`src/rtl/conv_pkg.sv`:
```
// Shared types and helpers for the convolution output requantiser.
// Holds datapath widths, the FSM encoding and the output-size calculation.
package conv_pkg;

    localparam int P_WIDTH    = 48;
    localparam int BIAS_WIDTH = 32;

    typedef enum logic [1:0] {
        IDLE  = 2'd0,
        RUN   = 2'd1,
        DRAIN = 2'd2
    } state_t;

    function automatic int calc_out_size(input int fm, input int k, input int pad, input int s);
        return (fm - k + 2 * pad) / s + 1;
    endfunction

endpackage

```
`src/rtl/conv_result_fifo.sv`:
```
// Synchronous first-word-fall-through FIFO for tagged results.
// Latency: a push is visible at the head the cycle after the write edge.
// Backpressure: a push when full is taken only if a pop occurs in the same cycle.
module conv_result_fifo #(
    parameter int WIDTH = 8,
    parameter int DEPTH = 16
) (
    input  logic             i_clk,
    input  logic             i_rst_n,
    input  logic             i_push,
    input  logic [WIDTH-1:0] i_dat,
    input  logic             i_pop,
    output logic [WIDTH-1:0] o_dat,
    output logic             o_full,
    output logic             o_empty
);

    localparam int AW = $clog2(DEPTH);

    logic [WIDTH-1:0] mem [DEPTH];
    logic [AW:0]      wr_ptr;
    logic [AW:0]      rd_ptr;
    logic [WIDTH-1:0] hold_q;
    logic             do_push;
    logic             do_pop;

    assign o_empty = (wr_ptr == rd_ptr);
    assign o_full  = (wr_ptr[AW] != rd_ptr[AW]) && (wr_ptr[AW-1:0] == rd_ptr[AW-1:0]);
    assign do_pop  = i_pop && !o_empty;
    assign do_push = i_push && (!o_full || do_pop);

    // When empty, the head shows the last word popped rather than a stale slot.
    assign o_dat = o_empty ? hold_q : mem[rd_ptr[AW-1:0]];

    always_ff @(posedge i_clk) begin
        if (do_push) begin
            mem[wr_ptr[AW-1:0]] <= i_dat;
        end
    end

    always_ff @(posedge i_clk or negedge i_rst_n) begin
        if (!i_rst_n) begin
            wr_ptr <= '0;
            rd_ptr <= '0;
            hold_q <= '0;
        end else begin
            if (do_push) begin
                wr_ptr <= wr_ptr + 1'b1;
            end
            if (do_pop) begin
                rd_ptr <= rd_ptr + 1'b1;
                hold_q <= mem[rd_ptr[AW-1:0]];
            end
        end
    end

endmodule

```
`src/rtl/conv_out_requant.sv`:
```
// Bias, rounding shift and saturation of PE results, tagged with (row, col); optional ReLU via CONV_OUT_RELU_EN.
// Latency: sample accepted at edge t is written to the FIFO at edge t+3.
// Backpressure: PE stream cannot stall; words arriving at a full FIFO are dropped and flagged.
module conv_out_requant
    import conv_pkg::*;
#(
    parameter int FM_SIZE     = 2,
    parameter int KERNEL_SIZE = 1,
    parameter int PADDING     = 0,
    parameter int STRIDE      = 1,
    parameter int OUT_WIDTH   = 8,
    parameter int SHIFT       = 8,
    parameter int FIFO_DEPTH  = 16,
    localparam int OUT_SIZE   = calc_out_size(FM_SIZE, KERNEL_SIZE, PADDING, STRIDE),
    localparam int CW         = $clog2(OUT_SIZE) + 1
) (
    input  logic                  i_clk,
    input  logic                  i_rst_n,
    input  logic                  i_start,
    input  logic [BIAS_WIDTH-1:0] i_bias,
    input  logic [P_WIDTH-1:0]    i_P,
    input  logic                  i_P_valid,
    output logic [OUT_WIDTH-1:0]  o_data,
    output logic [CW-1:0]         o_row,
    output logic [CW-1:0]         o_col,
    output logic                  o_valid,
    input  logic                  i_ready,
    output logic                  o_busy,
    output logic                  o_done,
    output logic                  o_overflow
);

    localparam int SUM_W = P_WIDTH + 1;
    localparam int R_W   = P_WIDTH + 2;
    localparam int PL_W  = 2 * CW + OUT_WIDTH;
    localparam logic [CW-1:0] LAST_IDX = CW'(OUT_SIZE - 1);
    localparam logic signed [R_W-1:0] SAT_MAX = R_W'((longint'(1) <<< (OUT_WIDTH - 1)) - 1);
    localparam logic signed [R_W-1:0] SAT_MIN = -SAT_MAX - 1;

    state_t state_q, state_d;

    logic [BIAS_WIDTH-1:0] bias_q;
    logic [CW-1:0]         row_q, col_q;
    logic                  ovf_q;

    logic                  s1_vld, s2_vld, s3_vld;
    logic [SUM_W-1:0]      s1_sum;
    logic signed [R_W-1:0] s2_r;
    logic [OUT_WIDTH-1:0]  s3_dat;
    logic [CW-1:0]         s1_row, s1_col, s2_row, s2_col, s3_row, s3_col;

    logic signed [R_W-1:0] sum_ext, s2_next;
    logic [OUT_WIDTH-1:0]  sat_d;
    logic                  start_ok, accept, last_smp, pipe_idle;
    logic                  fifo_full, fifo_empty, pop, drop;
    logic [PL_W-1:0]       fifo_dat;

    assign start_ok  = (state_q == IDLE) && i_start;
    assign accept    = (state_q == RUN) && i_P_valid;
    assign last_smp  = accept && (row_q == LAST_IDX) && (col_q == LAST_IDX);
    assign pipe_idle = !s1_vld && !s2_vld && !s3_vld;
    assign pop       = o_valid && i_ready;
    assign drop      = s3_vld && fifo_full && !pop;

    always_ff @(posedge i_clk or negedge i_rst_n) begin
        if (!i_rst_n) begin
            state_q <= IDLE;
        end else begin
            state_q <= state_d;
        end
    end

    always_comb begin
        state_d = state_q;
        o_done  = 1'b0;
        case (state_q)
            IDLE:  if (i_start) state_d = RUN;
            RUN:   if (last_smp) state_d = DRAIN;
            DRAIN: begin
                if (pipe_idle && fifo_empty) begin
                    o_done  = 1'b1;
                    state_d = IDLE;
                end
            end
            default: state_d = IDLE;
        endcase
    end

    assign o_busy     = (state_q != IDLE);
    assign o_overflow = ovf_q;

    // Coordinates advance on every accepted sample, including ones later dropped.
    always_ff @(posedge i_clk or negedge i_rst_n) begin
        if (!i_rst_n) begin
            bias_q <= '0;
            row_q  <= '0;
            col_q  <= '0;
            ovf_q  <= 1'b0;
        end else if (start_ok) begin
            bias_q <= i_bias;
            row_q  <= '0;
            col_q  <= '0;
            ovf_q  <= 1'b0;
        end else begin
            if (accept) begin
                if (col_q == LAST_IDX) begin
                    col_q <= '0;
                    row_q <= row_q + CW'(1);
                end else begin
                    col_q <= col_q + CW'(1);
                end
            end
            if (drop) begin
                ovf_q <= 1'b1;
            end
        end
    end

    assign sum_ext = $signed({s1_sum[SUM_W-1], s1_sum});

    generate
        if (SHIFT > 0) begin : g_round
            localparam logic signed [R_W-1:0] HALF = R_W'(1) << (SHIFT - 1);
            assign s2_next = (sum_ext + HALF) >>> SHIFT;
        end else begin : g_pass
            assign s2_next = sum_ext;
        end
    endgenerate

    always_comb begin
        sat_d = s2_r[OUT_WIDTH-1:0];
        if (s2_r > SAT_MAX) begin
            sat_d = SAT_MAX[OUT_WIDTH-1:0];
        end else if (s2_r < SAT_MIN) begin
            sat_d = SAT_MIN[OUT_WIDTH-1:0];
        end
`ifdef CONV_OUT_RELU_EN
        if (sat_d[OUT_WIDTH-1]) begin
            sat_d = '0;
        end
`endif
    end

    always_ff @(posedge i_clk or negedge i_rst_n) begin
        if (!i_rst_n) begin
            s1_vld <= 1'b0;
            s2_vld <= 1'b0;
            s3_vld <= 1'b0;
            s1_sum <= '0;
            s2_r   <= '0;
            s3_dat <= '0;
            s1_row <= '0;
            s1_col <= '0;
            s2_row <= '0;
            s2_col <= '0;
            s3_row <= '0;
            s3_col <= '0;
        end else begin
            s1_vld <= accept;
            s2_vld <= s1_vld;
            s3_vld <= s2_vld;
            if (accept) begin
                s1_sum <= {i_P[P_WIDTH-1], i_P} + {{(SUM_W - BIAS_WIDTH){bias_q[BIAS_WIDTH-1]}}, bias_q};
                s1_row <= row_q;
                s1_col <= col_q;
            end
            if (s1_vld) begin
                s2_r   <= s2_next;
                s2_row <= s1_row;
                s2_col <= s1_col;
            end
            if (s2_vld) begin
                s3_dat <= sat_d;
                s3_row <= s2_row;
                s3_col <= s2_col;
            end
        end
    end

    conv_result_fifo #(
        .WIDTH (PL_W),
        .DEPTH (FIFO_DEPTH)
    ) u_fifo (
        .i_clk   (i_clk),
        .i_rst_n (i_rst_n),
        .i_push  (s3_vld),
        .i_dat   ({s3_row, s3_col, s3_dat}),
        .i_pop   (pop),
        .o_dat   (fifo_dat),
        .o_full  (fifo_full),
        .o_empty (fifo_empty)
    );

    assign o_valid = !fifo_empty;
    assign {o_row, o_col, o_data} = fifo_dat;

endmodule

```
`config.mk`:
```
export PLATFORM = sky130hd
export DESIGN_NAME = conv_out_requant
export DESIGN_NICKNAME = d
export VERILOG_FILES = /design/src/rtl/conv_pkg.sv /design/src/rtl/conv_result_fifo.sv /design/src/rtl/conv_out_requant.sv
export SDC_FILE = /design/constraint.sdc
export NUM_CORES = 1
export LEC_CHECK = 0
export ABC_AREA = 1
export CAP_MARGIN = 20
export CORE_ASPECT_RATIO = 0.8
export CORE_MARGIN = 3
export CORE_UTILIZATION = 35
export CTS_CLUSTER_SIZE = 20
export DETAILED_ROUTE_END_ITERATION = 8
export PLACE_DENSITY_LB_ADDON = 0.25
export SLEW_MARGIN = 20
export SYNTH_ARGS = -nofsm -noshare
export SYNTH_HDL_FRONTEND = slang
export SYNTH_HIERARCHICAL = 1
export SYNTH_SLANG_ARGS = --single-unit
```
`constraint.sdc`:
```
create_clock -name i_clk -period 2.8 [get_ports i_clk]
set_input_delay 0.42 -clock i_clk [delete_from_list [all_inputs] [get_ports i_clk]]
set_output_delay 0.42 -clock i_clk [all_outputs]
set_load 0.005 [all_outputs]
```
==> metrics.log <==
INFO  metric outcome = finished, violations left
INFO  metric violations = negative setup slack
INFO  metric cellPowerDensity = 1083 mW/mm^2
INFO  metric overflow = 0
INFO  metric post_synthesis_to_final_layout_area_growth = 20.91%
INFO  metric clock_insertion_delay_worst_skew = 600 ps
INFO  metric port_buffers = 100
INFO  metric ir_drop = 0.6163 mV
INFO  metric max_slew_headroom_at_the_worst_pin = 0.4901
INFO  metric grt_antenna_before_repair = 0
INFO  metric data_arrival_at_the_endpoint_of_the_critical_path = 2430 ps
INFO  metric cts_tree = built
INFO  metric post_route_cells_drive_above_1_share = 0.09673
INFO  metric synth_ff_type = edfxtp_1
INFO  metric global_route.usage.total = 0.1994
INFO  metric multi_input_area = 0.008712 sq mm
INFO  metric max_clock_freq = 351.5 MHz
INFO  metric grt_setup_unrepaired = true
INFO  metric start_kind = flop
INFO  metric final-hold-violation-count = 0
INFO  metric tightest_slew = 764.0 ps
INFO  metric mean_cell_area_of_the_mapped_netlist = 7.526 sq um
INFO  metric synthesis.area = 0.02045 sq mm
INFO  metric fillerInstances = 5724
INFO  metric synth_enable_flop_cells = 192
INFO  metric core_box_area = 0.05729 sq mm
INFO  metric mappedNetlistNets = 2856
INFO  metric postSynth.asyncResetShare = 0.4667
INFO  metric finalSetupViolCount = 1
INFO  metric totalPowerFinal = 26.78 mW
INFO  metric crit_type = reg2out
INFO  metric grt_first_pass_wirelength = 96310 um
INFO  metric synthCells = 2717
INFO  metric die_height = 222.2 um
INFO  metric pins_over_slew_limit = 0
INFO  metric hold_path_depth = 3
INFO  metric hold_class = in2reg
INFO  metric placement.setup.worst_slack = 34.40 ps
INFO  metric synth_top_area_share = 0.2820
INFO  metric detail_route.wirelength = 61900 um
INFO  metric total_neg_setup_slack = -45.11 ps
INFO  metric clock_sinks = 360
INFO  metric yosys_register_bits = 360
INFO  metric post_dp_cell_area = 0.02257 sq mm
INFO  metric cts_root_buffer = clkbuf_16
INFO  metric drt-vias-per-instance = 4.817
INFO  metric global_route.peak_usage_layer = met2
INFO  metric clock-skew-final = 32.49 ps
INFO  metric cts.htree.levels = 2
INFO  metric timing.critical_path.to_type = output pin
INFO  metric antenna_cells = 0
INFO  metric cts_buffer_count = 41
INFO  metric drcViolationCount = 0
INFO  metric stdcell_area = 0.02472 sq mm
INFO  metric routabilityCongestion = 0.9109
INFO  metric crit_fanout = 7
INFO  metric worst_ep_required_time = 2380 ps
INFO  metric initial_cell_density_of_the_core = 0.3569
INFO  metric drt_iter0_markers = 1402
INFO  metric post_synth_main_area_contributors = edfxtp_1 28%, dfrtp_1 21%, nand2_1 21%, inv_1 8.1%, nand3_1 5.2%
INFO  metric dr_total_vias = 17650
INFO  metric clock_tree.buffer_depth = 3
INFO  metric global_route.usage.met1 = 0.2864
INFO  metric finalWorstPathRequiredPeriod = 2845 ps
INFO  metric seq_area_frac_synth = 0.4875
INFO  metric worst_r2r_path_depth = 12
INFO  metric global_route.usage.met2 = 0.3121
INFO  metric std_cell_rows = 78
INFO  metric number_of_global_route_vias_before_repair = 17040
INFO  metric yosysUniqueCellTypes = 45
INFO  metric fin_crit_sh = 1.016
INFO  metric synth.yosys.warnings = 6
INFO  metric worst_slack = -45.11 ps
INFO  metric top_level_ports = 101
INFO  metric cts.clk_slew.worst_paths = 60 ps
INFO  metric drt.antenna.violating_nets = 0
INFO  metric mostFrequentLayoutCells = 1096 x nand2_1, 436 x inv_1, 192 x edfxtp_1
INFO  metric globalRouteMet3Util = 0.03026
INFO  metric cap_viol_max_count = 0
INFO  metric die-width = 276.2 um
INFO  metric worst_hold_slack = 385.7 ps
INFO  metric power_leakage = 12.06 nW
INFO  metric fin_nets = 3015
INFO  metric final-seq-area = 0.009975 sq mm
INFO  metric drt_pass1_iterations = 5
INFO  metric synth_top_area_cell = edfxtp_1
INFO  metric grt_start_max_net_pins = 60
INFO  metric layout_commonest_cell = nand2_1
INFO  metric area_of_the_die = 0.06138 sq mm
INFO  metric final_cells = 3665
INFO  metric post_drt_wl_per_cell = 16.89 um
INFO  metric hpwlAfterDp = 43780 um
INFO  metric finalCoreUtilization = 0.4316
INFO  metric dp.cells = 3556
[critical path, cell delays in order (launching register included)]
cell      delay (ps)
dfrtp_2          420
buf_12           130
inv_12            40
buf_12           140
buf_12           150
buf_8            130
buf_6            110
nand2_2           50
nand3_2           50
nand2_1           80
nand2_1           50
nand2_1           70
inv_1             50
nand2_2          100
nand2_2           60
nand2_2           80
clkbuf_2         110
[cells in the mapped netlist, types with 2 or more instances]
cell / count
dfrtp_1: 168
nor3_2: 3
ha_1: 54
nand2_4: 2
buf_2: 20
or2_2: 3
o21bai_1: 10
o21ai_0: 40
nor4_1: 7
buf_4: 4
a31oi_1: 6
nand2_2: 3
nor2_4: 7
a21oi_1: 47
nor2_1: 146
nand4_1: 27
inv_1: 441
xor2_1: 24
xnor2_1: 28
buf_6: 4
edfxtp_1: 192
nand3_1: 212
buf_1: 6
clkinv_1: 2
nor3_1: 40
o21ai_1: 24
nand3_2: 3
inv_2: 12
nand3b_1: 5
nand2_1: 1120
clkbuf_1: 38
or2_1: 5
nor2_2: 2
[final cells by class]
type / instances / share of cell area
Timing Repair Buffer: 187 / 0.08219
Tap cell: 760 / 0.03846
Clock inverter: 22 / 0.009261
Sequential cell: 360 / 0.4034
Clock buffer: 50 / 0.04367
Inverter: 456 / 0.07029
Timing Repair inverter: 1 / 0.0003036
Multi-Input combinational cell: 1829 / 0.3524
[cells by family after synthesis]
kind of cell    count (synthesis)  synth area share
compound gates                132           0.03445
xor+xnor                       52           0.02227
fa+ha+maj                      54           0.03304
buf+inv                       528            0.1005
flops                         360            0.4875
simple gates                 1591            0.3222
[metal layers]
metal | vias up | share of wire
met4 | 0 | 0.026
met2 | 540 | 0.44
li1 | 8787 | -
met1 | 8228 | 0.47
met5 | - | 0
met3 | 98 | 0.060
[final timing paths]
path | startpoint | endpoint | slack (ps)
worst max-delay path | u_fifo/rd_ptr[0] | o_data[6] | -50
worst min-delay path | i_bias[1] | bias_q[1] | 390
worst max register to register | u_fifo/rd_ptr[0] | u_fifo/mem[1][9] | 300
worst min register to register | s2_col[1] | s2_col[1] | 470
max in group asynchronous | i_rst_n | u_fifo/wr_ptr[0] | 1580
min in group asynchronous | i_rst_n | s2_r[15] | 410
[registers in the layout, indices dropped and copies added, names as in the netlist, 5 cells and up]
register / flops
u_fifo/mem: 192
s1_sum: 42
s2_r: 42
bias_q: 32
u_fifo/hold_q: 12
s3_dat: 8
u_fifo/rd_ptr: 5
u_fifo/wr_ptr: 5
[timing repair]
action / 4_1_cts / 5_1_grt
resized for setup: 86 / 62
cloned: 8 / 4
endpoints found under the setup margin: 14 / 18
hold buffers: 1 / 0
pin swaps: 17 / 38
setup buffers: 19 / 6
endpoints found under the hold margin: 55 / 0
[power by group]
group          internal, mW  switching [mW]  total (mW)
clock                  2.97            2.28        5.25
combinational          4.71            7.87        12.6
sequential             7.34            1.61        8.95
total                  15.0            11.8        26.8
Note: power is estimated with default switching activity, not from simulation.
